`config.mk`:
```
export PLATFORM = sky130hd
export DESIGN_NAME = render_ctrl
export DESIGN_NICKNAME = d
export VERILOG_FILES = /design/src/rtl/render_ctrl_pkg.sv /design/src/rtl/rect_hit.sv /design/src/rtl/render_ctrl.sv
export SDC_FILE = /design/constraint.sdc
export NUM_CORES = 1
export LEC_CHECK = 0
export ABC_AREA = 1
export BUFFER_PORTS_ARGS = -buffer_cell sky130_fd_sc_hd__buf_4
export CORE_MARGIN = 4
export CORE_UTILIZATION = 46
export DETAILED_ROUTE_END_ITERATION = 10
export GPL_ROUTABILITY_DRIVEN = 0
export HOLD_SLACK_MARGIN = 0.12
export PLACE_DENSITY = 0.72
export SLEW_MARGIN = 40
export SYNTH_ARGS = -nofsm -noshare
export SYNTH_HDL_FRONTEND = slang
export SYNTH_HIERARCHICAL = 1
export SYNTH_SLANG_ARGS = --single-unit
```
`constraint.sdc`:
```
create_clock -name clk -period 2.8 [get_ports clk]
set_input_delay 0.28 -clock clk [delete_from_list [all_inputs] [get_ports clk]]
set_output_delay 0.28 -clock clk [all_outputs]
set_load 0.02 [all_outputs]
```
`src/rtl/render_ctrl_pkg.sv`:
```
`default_nettype none
// ============================================================================
//  Module      : render_ctrl_pkg
//  Description : Shared screen geometry, FSM state encoding, colour width and
//                the capture-time clamp helper for the render controller.
//  Revision    : 1.0 - initial release
// ============================================================================
package render_ctrl_pkg;

    localparam int SCREEN_W    = 640;
    localparam int SCREEN_H    = 480;
    localparam int VBLANK_LINE = 480;
    localparam int RGB_W       = 12;
    localparam int COORD_W     = 10;
    // One extra bit so coordinate + size sums never wrap.
    localparam int CMP_W       = COORD_W + 1;

    localparam logic [1:0] ST_ACTIVE = 2'd0;
    localparam logic [1:0] ST_VBLANK = 2'd1;
    localparam logic [1:0] ST_COMMIT = 2'd2;

    typedef logic [RGB_W-1:0] rgb_t;

    // Limit a requested coordinate to the last position where the ball still fits.
    function automatic logic [COORD_W-1:0] clamp_coord(input logic [COORD_W-1:0] v,
                                                      input logic [CMP_W-1:0]   lim);
        if ({1'b0, v} > lim)
            return lim[COORD_W-1:0];
        else
            return v;
    endfunction

endpackage
`default_nettype wire

```
`src/rtl/rect_hit.sv`:
```
`default_nettype none
// ============================================================================
//  Module      : rect_hit
//  Description : Combinational inclusive-rectangle test for one pixel.
//  Revision    : 1.0 - initial release
// ============================================================================
module rect_hit
    import render_ctrl_pkg::*;
(
    input  logic [COORD_W-1:0] px,
    input  logic [COORD_W-1:0] py,
    input  logic [CMP_W-1:0]   x0,
    input  logic [CMP_W-1:0]   x1,
    input  logic [CMP_W-1:0]   y0,
    input  logic [CMP_W-1:0]   y1,
    output logic               hit
);

    assign hit = ({1'b0, px} >= x0) && ({1'b0, px} <= x1) &&
                 ({1'b0, py} >= y0) && ({1'b0, py} <= y1);

endmodule
`default_nettype wire

```
`src/rtl/render_ctrl.sv`:
```
`default_nettype none
// ============================================================================
//  Module      : render_ctrl
//  Description : Ball/hoop pixel renderer with a shadowed ball position that
//                is only committed during vertical blanking (tear-free).
//  Revision    : 1.0 - initial release
// ============================================================================
module render_ctrl
    import render_ctrl_pkg::*;
#(
    parameter int         BALL_SIZE = 16,
    parameter int         HOOP_X0   = 560,
    parameter int         HOOP_X1   = 600,
    parameter int         HOOP_Y0   = 200,
    parameter int         HOOP_Y1   = 208,
    parameter logic [RGB_W-1:0] BG_RGB = 12'h000
) (
    input  logic               clk,
    input  logic               reset,
    input  logic               p_tick,
    input  logic               video_on,
    input  logic [COORD_W-1:0] x,
    input  logic [COORD_W-1:0] y,
    input  logic               upd_req,
    input  logic [COORD_W-1:0] upd_x,
    input  logic [COORD_W-1:0] upd_y,
    input  logic [RGB_W-1:0]   ball_rgb,
    input  logic [RGB_W-1:0]   hoop_rgb,
    output logic               upd_ack,
    output logic               frame_start,
    output logic               pending,
    output logic [RGB_W-1:0]   rgb
);

    localparam logic [CMP_W-1:0] X_LIM = CMP_W'(SCREEN_W - BALL_SIZE);
    localparam logic [CMP_W-1:0] Y_LIM = CMP_W'(SCREEN_H - BALL_SIZE);

    logic [1:0]         state;
    logic [1:0]         state_nxt;
    logic [COORD_W-1:0] live_x;
    logic [COORD_W-1:0] live_y;
    logic [COORD_W-1:0] shadow_x;
    logic [COORD_W-1:0] shadow_y;
    logic               capture;
    logic               at_origin;
    logic               at_vblank_line;
    logic               ball_on;
    logic               hoop_on;
    rgb_t               pix_rgb;

    assign at_origin      = (x == '0) && (y == '0);
    assign at_vblank_line = (x == '0) && (y == COORD_W'(VBLANK_LINE));
    assign frame_start    = p_tick && at_origin;

    // The ack cycle blocks capture so a held request is not taken twice.
    assign capture = upd_req && !pending && !upd_ack;

    // Next-state: commit has priority over starting a frame in blanking.
    always_comb begin
        state_nxt = state;
        case (state)
            ST_ACTIVE: if (p_tick && at_vblank_line) state_nxt = ST_VBLANK;
            ST_VBLANK: begin
                if (pending)                  state_nxt = ST_COMMIT;
                else if (p_tick && at_origin) state_nxt = ST_ACTIVE;
            end
            ST_COMMIT: state_nxt = ST_VBLANK;
            default:   state_nxt = ST_VBLANK;
        endcase
    end

    // State register.
    always_ff @(posedge clk or posedge reset) begin
        if (reset) state <= ST_VBLANK;
        else       state <= state_nxt;
    end

    // Request capture into the shadow, and shadow-to-live commit.
    always_ff @(posedge clk or posedge reset) begin
        if (reset) begin
            live_x   <= '0;
            live_y   <= '0;
            shadow_x <= '0;
            shadow_y <= '0;
            pending  <= 1'b0;
            upd_ack  <= 1'b0;
        end else begin
            upd_ack <= (state == ST_COMMIT);
            if (state == ST_COMMIT) begin
                live_x  <= shadow_x;
                live_y  <= shadow_y;
                pending <= 1'b0;
            end else if (capture) begin
                shadow_x <= clamp_coord(upd_x, X_LIM);
                shadow_y <= clamp_coord(upd_y, Y_LIM);
                pending  <= 1'b1;
            end
        end
    end

    rect_hit u_ball_hit (
        .px (x),
        .py (y),
        .x0 ({1'b0, live_x}),
        .x1 ({1'b0, live_x} + CMP_W'(BALL_SIZE - 1)),
        .y0 ({1'b0, live_y}),
        .y1 ({1'b0, live_y} + CMP_W'(BALL_SIZE - 1)),
        .hit(ball_on)
    );

    rect_hit u_hoop_hit (
        .px (x),
        .py (y),
        .x0 (CMP_W'(HOOP_X0)),
        .x1 (CMP_W'(HOOP_X1)),
        .y0 (CMP_W'(HOOP_Y0)),
        .y1 (CMP_W'(HOOP_Y1)),
        .hit(hoop_on)
    );

    // Layer priority: blanking, then ball, then hoop, then background.
    always_comb begin
        pix_rgb = BG_RGB;
        if (!video_on)    pix_rgb = '0;
        else if (ball_on) pix_rgb = ball_rgb;
        else if (hoop_on) pix_rgb = hoop_rgb;
    end

    // Output colour register, advanced once per pixel tick.
    always_ff @(posedge clk or posedge reset) begin
        if (reset)       rgb <= '0;
        else if (p_tick) rgb <= pix_rgb;
    end

endmodule
`default_nettype wire

```
==> metrics.csv, run 1 <==
metric,value,unit
status,"finished, final reports clean",
insertion_delay,0.29,ns
power_frac_clock,0.343,
pwr-share-comb,0.219,
wl_per_cell,10.5,um
final_nets,1090,
place_area,0.00638,mm2
fmaxAchievable,0.379,GHz
die-area,0.0131,mm2
gr-total-overflow,0,
synthCells,771,
cp.required,2.95,ns
drc,0,
start_util,0.476,
grt_use_total,0.177,
setup_viol,0,
fp.coreArea,0.0109,mm2
final_area,0.00665,mm2
finClkSkew,0.00448,ns
hold_class,in2async,
synth-seq-area-share,0.269,
die_y,114,um
ys_types,32,
portBuffers,83,
area_delta_synth_final,27.8,%
ys_ff_latch,56,
ir_worst_vdd,0.251,mV
swShare,0.271,
p_leak,3.76,nW
fillers,1050,
critPathKind,reg2reg,
seq_area,0.00140,mm2
finalHoldViolations,0,
multi_input_area,0.00334,mm2
die_x,114,um
totalWireLength,11400,um
crit_start,live_y[0],
final_antenna_net_count,0,
relSlewSlack,0.539,
setup_slack,0.162,ns
tightest_slew,0.692,ns
grt_pass1_wl,19600,um
dr.pass1.iters,6,
syn-cell-area,0.00520,mm2
ios,84,
rr_startpoint,live_y[0],
timing.reg2reg.setup_slack,0.16,ns
total_power,1.85,mW
critPathLaunchType,flop,
dp_hpwl,9200,um
syn_area_per_cell,6.75,um2
cts_tree,done,
viasPerCell,4.50,
cts-buffers-inserted,5,
fp-row-count,38,
drive_above_1_share,0.171,
powerDensity,279,mW/mm2
fin_crit,2.64,ns
grt_max_degree,57,
arrival,2.79,ns
diodes,0,
path_clk_slew,0.07,ns
drt-initial-drc-count,238,
cp-end-kind,flop,
vias,4857,
antenna_found_initial,0,
min_period_over_period,0.942,
root_buffer,clkbuf_16,
p_switching,0.502,mW
pre_cts_ws,-0.239,ns
r2r_cells,17,
r2r-end,rgb[8],
clkSinkCount,56,
internal_power,1.35,mW
clock_path_buffers,2,
maxCapViolCount,0,
ys_warn_count,6,
slew_violations,0,
htree_levels,2,
seqPwrFrac,0.439,
cp_max_fo,12,
grt_pass1_vias,4497,
worstSetupEndpoint,rgb[8],
cells by family after synthesis:
family,after synthesis,share of synthesized area
other cells,2,0.00144
simple gates,340,0.275
flops,56,0.269
buf+inv,195,0.145
compound gates,85,0.0935
xor+xnor,11,0.0185
fa+ha+maj,82,0.197
cell usage in the layout, fill, tap and decap left out, drive strengths merged:
cell,n
clkinv,1
dfstp,1
or2,1
nand3,37
nand2,201
o21ai,25
ha,82
a21o,2
o21a,2
nand3b,4
dfrtp,55
clkbuf,6
inv,186
nand4,12
nor3b,3
xor2,11
o22ai,12
a22oi,12
conb,57
buf,116
a21oi,31
nor4,1
o31ai,1
nor2,81
power groups by stage:
| stage | Sequential, mW | Combinational (mW) | Clock [mW] |
|---|---|---|---|
| after CTS | 0.813 | 0.399 | 0.647 |
| final | 0.813 | 0.406 | 0.635 |
| after global placement | 0.829 | 0.393 | 0 |
| after global routing | 0.813 | 0.476 | 0.684 |
| after detailed placement | 0.829 | 0.397 | 0 |
| after floorplan | 0.832 | 0.236 | 0 |
sequential cells by signal (all words and copies together) (netlist names):
name and count:
shadow_y 10, shadow_x 10, upd_ack 1, live_y 10
live_x 10, pending 1, rgb 12, state 2
final cells by class:
cell class,instances,share of cell area
clock inverters,2,0.00207
inverters,185,0.105
clock buffers,6,0.0209
multi-input cells,575,0.502
flip-flops and latches,56,0.211
well taps,140,0.0263
repair buffers,116,0.133
routing by layer:
metal	GRT usage	vias to the layer above	share of wire	routed length, um
li1	-	2680	-	-
met1	0.248	2106	0.48	5490
met4	0.0333	0	0.0055	63
met5	0	-	0	0
met3	0.0127	4	0.031	347
met2	0.304	67	0.48	5460
per-stage QoR:
step                       util  std cells  setup TNS [ns]  hold slack, ns
after floorplan               -        826               0           0.389
after global routing      0.608       1080          -0.119           0.233
after CTS                 0.597       1077               0           0.205
final                     0.608       1080               0           0.180
after detailed placement  0.583       1069           -2.53           0.456
after global placement    0.583       1069           -1.73           0.454
what timing repair did:
item                                    4_1_cts  5_1_grt
pin swaps                                     0        2
endpoints found under the setup margin       12       12
setup buffers                                 0        3
resized for setup                             1       23
hold buffers                                  0        0
critical path, stage by stage (launching register included):
cell and delay [ns]:
dfrtp_1 0.34, inv_1 0.05, ha_1 0.20, nand2_1 0.10, nand4_1 0.15, xor2_1 0.16, inv_1 0.06, ha_1 0.29
nand4_1 0.12, nor2_1 0.17, nand4_1 0.10, nand2_1 0.09, nand3_2 0.08, nor2_4 0.15, nor2_4 0.05, buf_12 0.14
a22oi_1 0.14, o22ai_1 0.09
worst min-delay path by stage:
stage,to,cells past startpoint,startpoint,slack [ns]
2_1_floorplan,rgb[10],1,p_tick,0.39
3_3_place_gp,live_y[2],2,shadow_y[2],0.45
3_5_place_dp,live_y[2],2,shadow_y[2],0.46
4_1_cts,rgb[2],3,reset,0.21
5_1_grt,shadow_y[2],3,upd_y[2],0.23
6_report,rgb[8],3,reset,0.18
cells in the mapped netlist:
cell type  number  area share
a21o_1          2      0.0029
a21oi_1        30       0.029
a21oi_2         1      0.0017
a22oi_1        12       0.017
buf_1           1     0.00072
buf_2           4      0.0038
buf_6           2      0.0043
clkbuf_1        3      0.0022
conb_1          2      0.0014
dfrtp_1        55        0.26
dfstp_2         1      0.0050
ha_1           82        0.20
inv_1         182        0.13
inv_2           2      0.0014
inv_4           1      0.0012
nand2_1       200        0.14
nand2_4         1      0.0022
nand3_1        35       0.034
nand3_2         2      0.0038
nand3b_1        4      0.0058
nand4_1        11       0.013
nand4_4         1      0.0041
nor2_1         75       0.054
nor2_2          6      0.0072
nor3b_1         3      0.0043
nor4_1          1      0.0012
o21a_1          2      0.0029
o21ai_0        25       0.024
o22ai_1        12       0.014
o31ai_1         1      0.0014
or2_2           1      0.0012
xor2_1         11       0.019
No activity file was read; power rests on OpenSTA's default activity.
==> run 2: changes to the inputs <==
==> constraint.sdc (replaced) <==
create_clock -name clk -period 2.8 [get_ports clk]
set_input_delay 0 -clock clk [delete_from_list [all_inputs] [get_ports clk]]
set_output_delay 0 -clock clk [all_outputs]
set_load 0.02 [all_outputs]
==> run 2 against run 1 <==
Compared with the run above:
- global-route usage up 1.8 points
- core utilization up 4.8 points
- flip-flop and latch count unchanged
- via count up 5.1%
- first-iteration DRC count down 2.1%
- cell count up 4.5%
- clock skew up 0.00088 ns
- highest routed layer unchanged
==> metrics.csv, run 2 (synthesis gave the netlist of run 1 again) <==
metric,value,unit,change
status,"finished, final reports clean",,
drive_above_1_share,0.169,,-0.00242
finalHoldViolations,0,,unchanged
diodes,0,,unchanged
layout_common_cells,"198 x nand2_1, 178 x inv_1, 114 x buf_4, 79 x ha_1, 68 x nor2_1",,
p_leak,3.97,nW,+5.3%
totalWireLength,12500,um,+10%
min_period_over_period,0.956,,+0.0139
critPathLaunchType,flop,,
arrival,2.83,ns,+0.04 ns
drc,0,,unchanged
clock_path_buffers,2,,unchanged
setup_viol,0,,unchanged
die-area,0.0131,mm2,unchanged
tightest_slew,0.696,ns,+0.00418 ns
met2_usage,0.352,,+0.0476
portBuffers,83,,unchanged
drt-initial-drc-count,233,,-2.1%
clkSinkCount,56,,unchanged
area_delta_synth_final,37.8,%,
hold_class,in2reg,,
place_area,0.00638,mm2,unchanged
viasPerCell,4.52,,+0.54%
path_clk_slew,0.07,ns,about the same
slew_violations,0,,unchanged
grt.busiest_layer,met2,,
powerDensity,267,mW/mm2,-4.3%
gr-total-overflow,0,,unchanged
crit_chain,inv_1 -> ha_1 -> nand2_1 -> nand4_1 -> xor2_1 -> inv_1 -> ha_1 -> nand4_1 -> nor2_1 -> nand4_1 -> nand2_1 -> nand3_2 -> nor2_4 -> nor2_4 -> buf_12 -> a22oi_2 -> o22ai_2,,
finClkSkew,0.00536,ns,+0.000881 ns
critPathKind,reg2reg,,
grt_max_degree,57,,unchanged
grt_pass1_vias,4833,,+7.5%
fp-row-count,38,,unchanged
mostFrequentLayoutCell,nand2_1,,
fin_util,0.656,,+0.0478
die_x,114,um,unchanged
ir_worst_vdd,0.252,mV,+0.45%
worst_path_most_repeated_cell,nand4_1,,
vias,5105,,+5.1%
largest_reg_flops,12,,unchanged
htree_levels,2,,unchanged
cts-buffers-inserted,5,,unchanged
fp.coreArea,0.0109,mm2,unchanged
slowest_stage,dfrtp_1,,
final_nets,1139,,+4.5%
max_stage_delay,0.34,ns,about the same
dp_hpwl,9200,um,unchanged
cts_tree,done,,
relSlewSlack,0.536,,-0.00279
fillers,973,,-7.3%
largest_register,rgb,,
antenna_found_initial,0,,unchanged
final_antenna_net_count,0,,unchanged
finalSetupTns,0,ns,unchanged
cp_max_fo,12,,unchanged
cp.required,2.95,ns,about the same
grt_pass1_wl,21300,um,+9.1%
setup_slack,0.123,ns,-0.0388 ns
cp-end-kind,flop,,
wl_per_cell,11.1,um,+5.5%
pre_cts_ws,-0.239,ns,unchanged
start_util,0.476,,unchanged
final_area,0.00717,mm2,+7.9%
fmaxAchievable,0.374,GHz,-1.5%
whs,0.165,ns,-0.0146 ns
dr.pass1.iters,5,,-1
insertion_delay,0.29,ns,about the same
maxCapViolCount,0,,unchanged
fin_crit,2.68,ns,+0.0388 ns
root_buffer,clkbuf_16,,
grt_util_met1,0.257,,+0.00894
ios,84,,unchanged
grt_use_total,0.195,,+0.0181
die_y,114,um,unchanged
grtUsageMet3,0.0148,,+0.00211
run 2: where the power goes:
group	switching, mW	internal (mW)	total, mW
combinational	0.241	0.226	0.467
sequential	0.00175	0.811	0.813
clock	0.276	0.358	0.634
run 2: repair_timing:
action | 4_1_cts | 5_1_grt
gates resized for setup | 1 | 29
setup buffers | 0 | 3
endpoints found under the setup margin | 12 | 12
pin swaps | 0 | 4
hold buffers | 49 | 0
endpoints found under the hold margin | 87 | 0
run 2: critical path, delay by kind of cell (launching register included):
kind | cells | cell delay (ns)
simple gates | 9 | 1.01
fa+ha+maj | 2 | 0.49
flops | 1 | 0.34
compound gates | 2 | 0.28
buf+inv | 3 | 0.25
xor+xnor | 1 | 0.16
run 2: cell type report:
cell class | instances | area (um2) | share of cell area
multi-input combinational | 575 | 3370 | 0.470
sequential | 56 | 1400 | 0.196
timing repair buffer | 165 | 1380 | 0.192
inverter | 185 | 697 | 0.0971
tap | 140 | 175 | 0.0244
clock buffer | 6 | 139 | 0.0194
clock inverter | 2 | 13.8 | 0.00192
run 2: final timing paths:
check,cells past startpoint,slack [ns],end,startpoint
worst max-delay path,17,0.12,rgb[1],live_y[0]
worst min-delay path,8,0.16,state[0],x[0]
worst max register to register,17,0.12,rgb[1],live_y[0]
worst min register to register,2,0.47,live_y[2],shadow_y[2]
max in group asynchronous,4,1.87,live_x[1],reset
min in group asynchronous,4,0.46,rgb[6],reset
run 2: layer usage:
layer | up-vias | wire length [um]
li1 | 2778 | -
met1 | 2225 | 5750
met2 | 91 | 6250
met3 | 11 | 400
met4 | 0 | 128
met5 | - | 0
run 2: through the flow:
stage / power (mW) / instances
after detailed placement: 1.23 / 1069
after floorplan: 1.07 / 826
final: 1.91 / 1129
after CTS: 1.91 / 1126
after global routing: 2.04 / 1129
after global placement: 1.22 / 1069
==> run 3: changes to the inputs <==
==> constraint.sdc (replaced) <==
create_clock -name clk -period 2.8 [get_ports clk]
set_input_delay 0.56 -clock clk [delete_from_list [all_inputs] [get_ports clk]]
set_output_delay 0.56 -clock clk [all_outputs]
set_load 0.02 [all_outputs]
==> run 3 against run 2 <==
Compared with the run above:
- via count is 4.1% lower
- worst hold slack improved by 0.14 ns
- largest power group unchanged
- die area unchanged
- critical path depth is the same
- non-clock buffer count fell by 48
- combinational power decreased by 12%
- core utilization decreased by 4.6 points
- flip-flop and latch count is the same
- clock power fell by 0.8%
- sequential share of layout area up 1.5 points
- global-route usage decreased by 1.6 points
==> metrics.csv, run 3 (synthesis gave the netlist of run 1 again) <==
metric,value,unit,change
dp_hpwl,9330,um,+1.4%
power_frac_clock,0.340,,+0.009
die_y,114,um,unchanged
grt_max_degree,33,,-42%
clock_path_buffers,2,,unchanged
drive_above_1_share,0.171,,+0.00224
cp-end-kind,flop,,
total_power,1.85,mW,-3.3%
setup_slack,0.157,ns,+0.0338 ns
top_layer,met4,,
root_buffer,clkbuf_16,,
grt_pass1_vias,4623,,-4.3%
area_delta_synth_final,28.3,%,
vias,4896,,-4.1%
grt_use_total,0.180,,-0.0157
dr.pass1.iters,4,,-1
maxCapViolCount,0,,unchanged
arrival,2.79,ns,-0.04 ns
fp.coreArea,0.0109,mm2,unchanged
pwr-share-comb,0.221,,-0.023
tightest_slew,0.523,ns,-0.173 ns
seqPwrFrac,0.439,,+0.014
mostFrequentLayoutCell,nand2_1,,
wl_met1,5570,um,-3.1%
swShare,0.269,,-0.00194
htree_levels,2,,unchanged
antenna_found_initial,0,,unchanged
cp.required,2.95,ns,about the same
dp.cells,1069,,unchanged
viasPerCell,4.53,,+0.16%
multi_input_area,0.00334,mm2,-0.74%
cts_tree,done,,
whs,0.310,ns,+0.145 ns
largest_reg_flops,12,,unchanged
p_leak,3.78,nW,-4.7%
die_x,114,um,unchanged
relSlewSlack,0.651,,+0.115
portBuffers,83,,unchanged
powerDensity,277,mW/mm2,+3.9%
critPathKind,reg2reg,,
slew_violations,0,,unchanged
ir_worst_vdd,0.321,mV,+27%
fin_crit,2.64,ns,-0.0338 ns
setup_viol,0,,unchanged
dr_wl_met3,314,um,-22%
finClkSkew,0.00426,ns,-0.00110 ns
layout_common_cells,"197 x nand2_1, 180 x inv_1, 114 x buf_4, 79 x ha_1, 67 x nor2_1",,
instances_no_fill,1081,,-4.3%
diodes,0,,unchanged
drt-initial-drc-count,193,,-17%
r2r_cells,17,,unchanged
fp-row-count,38,,unchanged
hold_class,in2async,,
wl_per_cell,10.5,um,-5.0%
largest_register,rgb,,
start_util,0.476,,unchanged
gr-total-overflow,0,,unchanged
fillers,1053,,+8.2%
pre_cts_ws,-0.248,ns,-0.00859 ns
cts-buffers-inserted,5,,unchanged
status,"finished, final reports clean",,
grt_pass1_wl,19900,um,-6.8%
drc,0,,unchanged
final_antenna_net_count,0,,unchanged
finalHoldViolations,0,,unchanged
fmaxAchievable,0.378,GHz,+1.3%
final_nets,1091,,-4.2%
critPathLaunchType,flop,,
die-area,0.0131,mm2,unchanged
totalWireLength,11400,um,-9.0%
seq_area,0.00140,mm2,unchanged
min_period_over_period,0.944,,-0.0121
cp_max_fo,12,,unchanged
internal_power,1.35,mW,-3.1%
clkSinkCount,56,,unchanged
insertion_delay,0.29,ns,about the same
p_switching,0.498,mW,-4.0%
ios,84,,unchanged
path_clk_slew,0.07,ns,about the same
finalSetupTns,0,ns,unchanged
wl_met2,5360,um,-14%
==> run 3: per-stage QoR <==
step	area [um2]	util
after floorplan	5410	-
after global placement	6390	0.584
after detailed placement	6390	0.584
after CTS	6550	0.599
after global routing	6680	0.611
final	6680	0.611
==> run 3: per-layer routing <==
layer	track usage	vias to the layer above
li1	-	2672
met1	0.250	2142
met2	0.304	69
met3	0.0143	13
met4	0.0412	0
met5	0	-
==> run 3: worst max-delay path: stages, from the launching register on <==
cell,delay (ns)
dfrtp_1,0.38
inv_1,0.08
ha_2,0.19
nand2_2,0.07
nand4_1,0.13
xor2_1,0.16
inv_1,0.06
ha_1,0.30
nand4_1,0.13
nor2_2,0.14
nand4_1,0.10
nand2_1,0.09
nand3_2,0.08
nor2_4,0.16
nor2_4,0.05
buf_12,0.14
a22oi_1,0.15
o22ai_1,0.09
==> run 3: worst paths after layout <==
| kind | start | to | slack, ns |
|---|---|---|---|
| worst max-delay path | live_y[1] | rgb[7] | 0.16 |
| max in group asynchronous | reset | state[0] | 1.87 |
| min in group clk | shadow_y[4] | live_y[4] | 0.48 |
| worst min-delay path | reset | shadow_y[6] | 0.31 |
| worst min register to register | shadow_y[4] | live_y[4] | 0.48 |
| worst max register to register | live_y[1] | rgb[7] | 0.16 |
==> run 3: area by class of cell <==
cell class	count	area share
inverter	185	0.104
tap	140	0.0262
timing repair buffer	117	0.136
multi-input combinational	575	0.501
clock buffer	7	0.0214
sequential	56	0.210
clock inverter	1	0.00112
==> run 3: power groups by stage <==
stage	sequential, mW	clock (mW)	combinational, mW
floorplan	0.832	0	0.236
global placement	0.829	0	0.395
detailed placement	0.829	0	0.401
CTS	0.813	0.650	0.402
global route	0.813	0.680	0.481
finish	0.813	0.629	0.409
==> run 3: repair_timing <==
item | 4_1_cts | 5_1_grt
buffers inserted | 0 | 4
resized for setup | 2 | 24
setup endpoints to repair | 12 | 12
endpoints found under the hold margin | 0 | 0
pin swaps | 0 | 4
hold buffers | 0 | 0
